==> src/rtl/sar_search_ctrl.sv <==
//==============================================================================
// sar_search_ctrl : successive-approximation search over a 16-bit comparator.
// Optional macro SAR_EARLY_EXIT_EN: cmp_eq ends the search at the current step.
// Revision: 1.0
//==============================================================================
`default_nettype none

module sar_search_ctrl #(
  parameter int unsigned NUM_BITS = 16
) (
  input  logic                clk,
  input  logic                n_rst,
  input  logic                start_i,
  input  logic                cmp_gt_i,
  input  logic                cmp_lt_i,
  input  logic                cmp_eq_i,
  output logic [NUM_BITS-1:0] trial_o,
  output logic                busy_o,
  output logic                done_o,
  output logic [NUM_BITS-1:0] result_o,
  output logic                exact_o,
  output logic                err_o
);

  localparam int unsigned          IDX_W   = (NUM_BITS > 1) ? $clog2(NUM_BITS) : 1;
  localparam logic [IDX_W-1:0]     IDX_TOP = IDX_W'(NUM_BITS - 1);
  localparam logic [NUM_BITS-1:0]  ONE     = NUM_BITS'(1);
  localparam logic [NUM_BITS-1:0]  MSB     = ONE << (NUM_BITS - 1);

  typedef enum logic [1:0] {
    IDLE   = 2'd0,
    SEARCH = 2'd1,
    DONE   = 2'd2
  } state_t;

  state_t              state_q, state_d;
  logic [NUM_BITS-1:0] trial_q, trial_d;
  logic [IDX_W-1:0]    idx_q, idx_d;
  logic [NUM_BITS-1:0] result_q, result_d;
  logic                exact_q, exact_d;
  logic                err_q, err_d;

  logic [NUM_BITS-1:0] w_bit;
  logic [NUM_BITS-1:0] w_decided;
  logic                w_legal;

  assign w_bit     = ONE << idx_q;
  assign w_decided = cmp_lt_i ? (trial_q & ~w_bit) : trial_q;
  // Exactly one flag: odd parity, but not all three.
  assign w_legal   = (cmp_gt_i ^ cmp_lt_i ^ cmp_eq_i) & ~(cmp_gt_i & cmp_lt_i & cmp_eq_i);

  always_ff @(posedge clk or negedge n_rst) begin
    if (!n_rst) begin
      state_q  <= IDLE;
      trial_q  <= '0;
      idx_q    <= IDX_TOP;
      result_q <= '0;
      exact_q  <= 1'b0;
      err_q    <= 1'b0;
    end else begin
      state_q  <= state_d;
      trial_q  <= trial_d;
      idx_q    <= idx_d;
      result_q <= result_d;
      exact_q  <= exact_d;
      err_q    <= err_d;
    end
  end

  always_comb begin
    state_d  = state_q;
    trial_d  = trial_q;
    idx_d    = idx_q;
    result_d = result_q;
    exact_d  = exact_q;
    err_d    = err_q;

    case (state_q)
      IDLE: begin
        if (start_i) begin
          state_d  = SEARCH;
          trial_d  = MSB;
          idx_d    = IDX_TOP;
          result_d = '0;
          exact_d  = 1'b0;
          err_d    = 1'b0;
        end
      end

      SEARCH: begin
        if (!w_legal) begin
          result_d = trial_q;
          err_d    = 1'b1;
          trial_d  = '0;
          state_d  = DONE;
        end else begin
`ifdef SAR_EARLY_EXIT_EN
          if (cmp_eq_i) begin
            result_d = trial_q;
            exact_d  = 1'b1;
            trial_d  = '0;
            state_d  = DONE;
          end else
`else
          // Equality keeps the bit; only record that it was seen.
          exact_d = exact_q | cmp_eq_i;
`endif
          if (idx_q == '0) begin
            result_d = w_decided;
            trial_d  = '0;
            state_d  = DONE;
          end else begin
            trial_d = w_decided | (w_bit >> 1);
            idx_d   = idx_q - IDX_W'(1);
          end
        end
      end

      DONE: begin
        state_d = IDLE;
      end

      default: begin
        state_d = IDLE;
        trial_d = '0;
      end
    endcase
  end

  assign trial_o  = trial_q;
  assign busy_o   = (state_q == SEARCH);
  assign done_o   = (state_q == DONE);
  assign result_o = result_q;
  assign exact_o  = exact_q;
  assign err_o    = err_q;

endmodule

`default_nettype wire

==> config.mk <==
export PLATFORM = sky130hd
export DESIGN_NAME = sar_search_ctrl
export DESIGN_NICKNAME = d
export VERILOG_FILES = /design/src/rtl/sar_search_ctrl.sv
export SDC_FILE = /design/constraint.sdc
export NUM_CORES = 1
export LEC_CHECK = 0
export CAP_MARGIN = 30
export CORE_MARGIN = 3
export CORE_UTILIZATION = 27
export CTS_CLUSTER_SIZE = 24
export DETAILED_ROUTE_END_ITERATION = 10
export GPL_ROUTABILITY_DRIVEN = 0
export GPL_TIMING_DRIVEN = 0
export PLACE_DENSITY_LB_ADDON = 0.1
export SKIP_LAST_GASP = 1
export SYNTH_ARGS = -nofsm -noshare
export SYNTH_HDL_FRONTEND = slang
export SYNTH_SLANG_ARGS = --single-unit
export TNS_END_PERCENT = 100
==> constraint.sdc <==
create_clock -name clk -period 4.2 [get_ports clk]
set_input_delay 0.42 -clock clk [delete_from_list [all_inputs] [get_ports clk]]
set_output_delay 0.42 -clock clk [all_outputs]
set_load 0.01 [all_outputs]
==> impl_metrics.yaml, run 1 <==
status:
  status: "finished clean"
detailed_routing:
  first_pass_iters: 4
  wl_met2_um: 2440
  highest_layer: "met4"
  dr_wl_met3_um: 296
  drc: 0
  drt-total-wl_um: 5520
  via_count: 1620
  viasPerCell: 4.85
  wl_met1_um: 2730
  dr.first_iter.drc_count: 98
  wl_per_cell_um: 16.5
  ant_nets: 0
finish:
  final_cells: 334
  area_delta_synth_final_pct: 32.7
  fin_nets: 249
  drive_above_1_share: 0.139
  antenna_cells: 0
  fillers: 724
global_routing:
  grt_pass1_wl_um: 9360
  grt_pass1_vias: 1781
  grt_max_degree: 23
  track_usage: 0.137
  overflow: 0
  grt_antenna_before_repair: 0
synthesis:
  yosys_warnings: 0
  synth_top_area_frac: 0.445
  synthTopCellsByCount: "36 x dfrtp_1, 26 x nor2_1, 18 x o21ai_0"
  ys_types: 34
  yosysTopAreaCell: "dfrtp_1"
  synth.avg_cell_area_sq_um: 10.8
  syn-instance-count: 188
  ys_seq_area_frac: 0.497
  synth_top_flop_cell: "dfrtp_1"
  synth.most_common_cell: "dfrtp_1"
  synth_edf_count: 0
  synth_area_leaders: "dfrtp_1 45%, mux2_2 6.1%, o311a_1 5.4%"
  syn-num-nets: 200
  ys_ff_latch: 40
  synth_area_sq_mm: 0.00202
  async_flop_share: 1.00
timing:
  setup_tns_ns: 0
  slew_viol_final: 0
  tightest_slew_ns: 0.692
  setup_violations: 0
  finalCriticalPeriod_ns: 2.67
  worst_slack_ns: 1.53
  rsz0062_at_grt: "no"
  timing.fmax_mhz: 374
  period_share: 0.637
  finalHoldViolations: 0
  slew_headroom: 0.536
  fin_skew_ns: 0.00527
worst_setup_path:
  worstSetupStartpointType: "flip-flop"
  crit_required_ns: 3.78
  r2r-start: "idx_q[0]"
  endpoint: "busy_o"
  crit_fanout: 10
  critPathMaxStageDelay_ns: 0.65
  slowest_stage: "clkdlybuf4s50_1"
  cp.arrival_ns: 2.25
  ff2ff_setup_slack_ns: 1.95
  timing.rr.end: "result_o[14]"
  end_kind: "output pin"
  crit_start: "state_q[0]"
  path_cells: "buf_2, nand2b_1, clkinv_1, buf_1, clkdlybuf4s50_1"
  critical_path_class: "reg -> out"
  reg2regPathDepth: 7
clock_tree:
  postCtsHoldBufs: 0
  clk_pin_slew_ns: 0.08
  cts-resized-gates: 0
  clk_latency_ns: 0.29
  cts_htree_levels: 2
  cts_tree: "built"
  cts_buffers: 5
  cts.sinks: 40
  clk_root_buffer_cell: "clkbuf_8"
  cts_buffer_depth: 2
  cts_setup_buffers: 0
placement:
  numPortBuffers: 41
  dpl_worst_slack_ns: 1.34
  place.detailed.hpwl_um: 4090
  dp.cells: 326
floorplanning:
  dieArea_sq_mm: 0.00857
  core-area_sq_mm: 0.00702
  ios: 42
  die_h_um: 92.6
  num_rows: 30
  die_w_um: 92.6
  initial_core_util: 0.288
worst_hold_path:
  hold_path_class: "in -> async"
flow_run:
  drv_cap: 0
power_and_ir_drop:
  p_leak_nw: 1.12
  ir_drop_v: 0.000141
  power.density_mw_per_mm2: 448
[kinds of logic (layout without fill, tap and decap cells)]
family | count (synthesis) | after routing | share of synthesized area
fa+ha+maj | 6 | 6 | 0.0371
flops | 40 | 40 | 0.497
mux | 13 | 13 | 0.0711
compound gates | 64 | 64 | 0.241
simple gates | 50 | 50 | 0.122
buf+inv | 15 | 65 | 0.0315
[area by class of cell]
type | count | area, sq um | area share
Sequential cell | 40 | 1010 | 0.375
Multi-Input combinational cell | 133 | 953 | 0.355
Timing Repair Buffer | 42 | 433 | 0.161
Tap cell | 96 | 120 | 0.0448
Clock buffer | 6 | 72.6 | 0.0270
Buffer | 10 | 45.0 | 0.0168
Clock inverter | 2 | 35.0 | 0.0131
Inverter | 5 | 18.8 | 0.00699
[per-layer routing]
layer,global-route usage,up-vias
li1,-,788
met1,0.191,788
met2,0.215,37
met3,0.0341,7
met4,0.0309,0
met5,0,-
[state kept, by name, indices dropped and copies added (netlist names)]
signal,flops
trial_o,16
exact_o,1
err_o,1
state_q,2
idx_q,4
result_o,16
[worst min-delay path by stage]
stage | from | end | slack, ns | cells after the start
global placement | result_o[1] | result_o[1] | 0.48 | 1
CTS | n_rst | state_q[1] | 0.09 | 1
global route | n_rst | err_o | 0.12 | 1
floorplan | n_rst | err_o | 0.12 | 0
finish | n_rst | state_q[1] | 0.08 | 1
detailed placement | n_rst | state_q[1] | 0.41 | 1
[power breakdown]
group,total [mW],internal [mW],switching [mW]
clock,0.315,0.176,0.138
sequential,0.468,0.433,0.0344
combinational,0.419,0.162,0.258
[cells in the final DEF, fill, tap and decap left out, types with 4 or more instances in the layout]
master / n
clkbuf_8: 5
nor2_1: 26
ha_1: 6
buf_2: 4
a21oi_1: 7
o2bb2ai_1: 10
inv_1: 4
nand2_1: 8
a22o_1: 6
clkbuf_1: 6
dfstp_2: 4
dfrtp_1: 36
nand2b_1: 9
o21ai_0: 18
o311a_1: 11
clkdlybuf4s50_1: 40
mux2_2: 11
[metrics by stage]
stage / hold slack (ns) / power [mW] / instance area, sq um / util
3_5_place_dp: 0.408 / 0.901 / 2580 / 0.367
2_1_floorplan: 0.124 / 0.723 / 2020 / -
4_1_cts: 0.0921 / 1.22 / 2680 / 0.382
6_report: 0.0773 / 1.20 / 2680 / 0.382
3_3_place_gp: 0.477 / 0.898 / 2550 / 0.364
5_1_grt: 0.117 / 1.28 / 2680 / 0.382
[critical path, delay by kind of cell (launching register included)]
kind	cells	cell delay, ns
simple gates	1	0.13
flops	1	0.32
buf+inv	4	1.51
(Power assumes the default switching activity.)
==> run 2, diff against run 1 <==
Clock period 4.2 ns to 2.6 ns, I/O delays scaled along.
==> run 2 against run 1 <==
Via count up 0.80%. Highest routed layer unchanged. Core utilization up 0.16 points. Critical endpoint is now result_o[14]. Die area unchanged. Flip-flop and latch count is the same. Combinational power increased by 63%. Critical path depth rose by 2. Non-clock buffer count grew 1. Power is 62% higher. Cell count is 0.30% higher.
==> impl_metrics.yaml, run 2 (same netlist as run 1, synthesis figures left out) <==
global_routing:
  grt_pass1_vias: 1787
  grt_pass1_wl_um: 9360
  track_usage: 0.137
  grt_max_degree: 23
  overflow: 0
  grt_antenna_before_repair: 0
timing:
  finalHoldViolations: 0
  period_share: 0.922
  setup_violations: 0
  tightest_slew_ns: 0.703
  hold_slack_ns: 0.464
  rsz0062_at_grt: "no"
  slew_viol_final: 0
  slew_headroom: 0.530
  fin_skew_ns: 0.00741
  finalCriticalPeriod_ns: 2.40
  timing.fmax_mhz: 417
worst_setup_path:
  crit_family: "buffers and inverters"
  cp.arrival_ns: 2.57
  reg2regPathDepth: 7
  slowest_stage: "clkdlybuf4s50_1"
  path_cells: "clkdlybuf4s50_1, ha_1, nor3b_4, nor2_2, o21ai_4, buf_4, mux2_2"
  r2r-start: "idx_q[0]"
  ff2ff_setup_slack_ns: 0.35
  timing.rr.end: "result_o[14]"
  end_kind: "flip-flop"
  critPathMaxStageDelay_ns: 0.50
  crit_required_ns: 2.78
  critical_path_class: "in -> reg"
  critPathBufInv: 2
  worstSetupStartpointType: "input pin"
  crit_fanout: 10
detailed_routing:
  first_pass_iters: 4
  ant_nets: 0
  via_count: 1633
  drc: 0
  wl_per_cell_um: 16.6
  dr.first_iter.drc_count: 94
  drt-total-wl_um: 5560
  viasPerCell: 4.87
finish:
  area_delta_synth_final_pct: 33.2
  seqCellArea_sq_mm: 0.00101
  fillers: 723
  antenna_cells: 0
  fin_nets: 250
  layout_commonest_cell: "clkdlybuf4s50_1"
  drive_above_1_share: 0.142
  multi_input_area_sq_um: 953
  mostFrequentLayoutCells: "40 x clkdlybuf4s50_1, 36 x dfrtp_1, 26 x nor2_1, 18 x o21ai_0"
floorplanning:
  num_rows: 30
  die_w_um: 92.6
  dieArea_sq_mm: 0.00857
  core-area_sq_mm: 0.00702
  initial_core_util: 0.288
  die_h_um: 92.6
  ios: 42
clock_tree:
  cts_buffers: 5
  clk_root_buffer_cell: "clkbuf_8"
  cts_tree: "built"
  cts_htree_levels: 2
  cts_setup_buffers: 0
  clk_pin_slew_ns: 0.08
  cts.sinks: 40
  clk_latency_ns: 0.29
  cts_buffer_depth: 2
power_and_ir_drop:
  pwr-share-clk: 0.260
  p_total_mw: 1.94
  ir_drop_v: 0.000227
  power.density_mw_per_mm2: 721
  switchingPower_mw: 0.694
  p_leak_nw: 1.13
  p_seq_frac: 0.389
  p_int_mw: 1.25
  p_comb_frac: 0.351
  p_sw_frac: 0.357
worst_hold_path:
  hold_path_class: "in -> async"
placement:
  numPortBuffers: 41
  place.detailed.hpwl_um: 4090
status:
  status: "finished clean"
flow_run:
  drv_cap: 0
[run 2: cell count changes in the layout (fill, tap and decap cells not counted)]
| cell | delta |
|---|---|
| buf_1 | -1 |
| clkbuf_2 | +1 |
| dlygate4sd3_1 | +1 |
[run 2: cell type report]
cell class | instances | share of cell area
flip-flops and latches | 40 | 0.373
multi-input cells | 133 | 0.354
repair buffers | 43 | 0.164
well taps | 96 | 0.0446
clock buffers | 6 | 0.0269
plain buffers | 10 | 0.0172
clock inverters | 2 | 0.0130
inverters | 5 | 0.00696
[run 2: worst register-to-register path: cells and delay by family (launching register included)]
kind | cells | cell delay, ns
buf+inv | 2 | 0.36
compound gates | 1 | 0.29
mux | 1 | 0.35
simple gates | 2 | 0.29
flops | 1 | 0.60
fa+ha+maj | 1 | 0.25
[run 2: layer usage]
| layer | up-vias | GRT usage | wire [um] |
|---|---|---|---|
| met2 | 47 | 0.215 | 2450 |
| met5 | - | 0 | 0 |
| met4 | 0 | 0.0309 | 42 |
| met3 | 5 | 0.0341 | 321 |
| met1 | 789 | 0.191 | 2740 |
| li1 | 792 | - | - |
[run 2: power by group through the flow]
| stage | registers, mW | logic (mW) | clock network, mW |
|---|---|---|---|
| after floorplan | 0.777 | 0.390 | 0 |
| after global placement | 0.769 | 0.681 | 0 |
| after detailed placement | 0.769 | 0.686 | 0 |
| after CTS | 0.757 | 0.689 | 0.523 |
| after global routing | 0.768 | 0.761 | 0.540 |
| final | 0.756 | 0.682 | 0.505 |
[run 2: timing repair]
item,4_1_cts,5_1_grt
hold buffers,1,0
hold endpoints to repair,14,0
setup endpoints to repair,0,1
gates resized for setup,0,1
[run 2: how the worst max path moves through the flow]
| stage | startpoint | to | slack (ns) | cells after the start |
|---|---|---|---|---|
| floorplan | idx_q[0] | result_o[10] | 0.63 | 7 |
| global route | cmp_lt_i | result_o[14] | 0.07 | 7 |
| detailed placement | cmp_lt_i | result_o[14] | -0.1 | 7 |
| finish | cmp_lt_i | result_o[14] | 0.20 | 7 |
| global placement | cmp_lt_i | result_o[11] | -0.09 | 7 |
| CTS | state_q[0] | busy_o | 0.04 | 5 |
[run 2: metrics by stage]
| step | instances | utilization | area [sq um] | setup TNS, ns | setup WS, ns |
|---|---|---|---|---|---|
| 3_3_place_gp | 325 | 0.364 | 2550 | -0.472 | -0.0939 |
| 4_1_cts | 335 | 0.384 | 2690 | 0 | 0.0419 |
| 5_1_grt | 335 | 0.384 | 2700 | 0 | 0.0664 |
| 6_report | 335 | 0.384 | 2700 | 0 | 0.203 |
| 3_5_place_dp | 326 | 0.367 | 2580 | -0.499 | -0.0983 |
| 2_1_floorplan | 188 | - | 2020 | 0 | 0.627 |
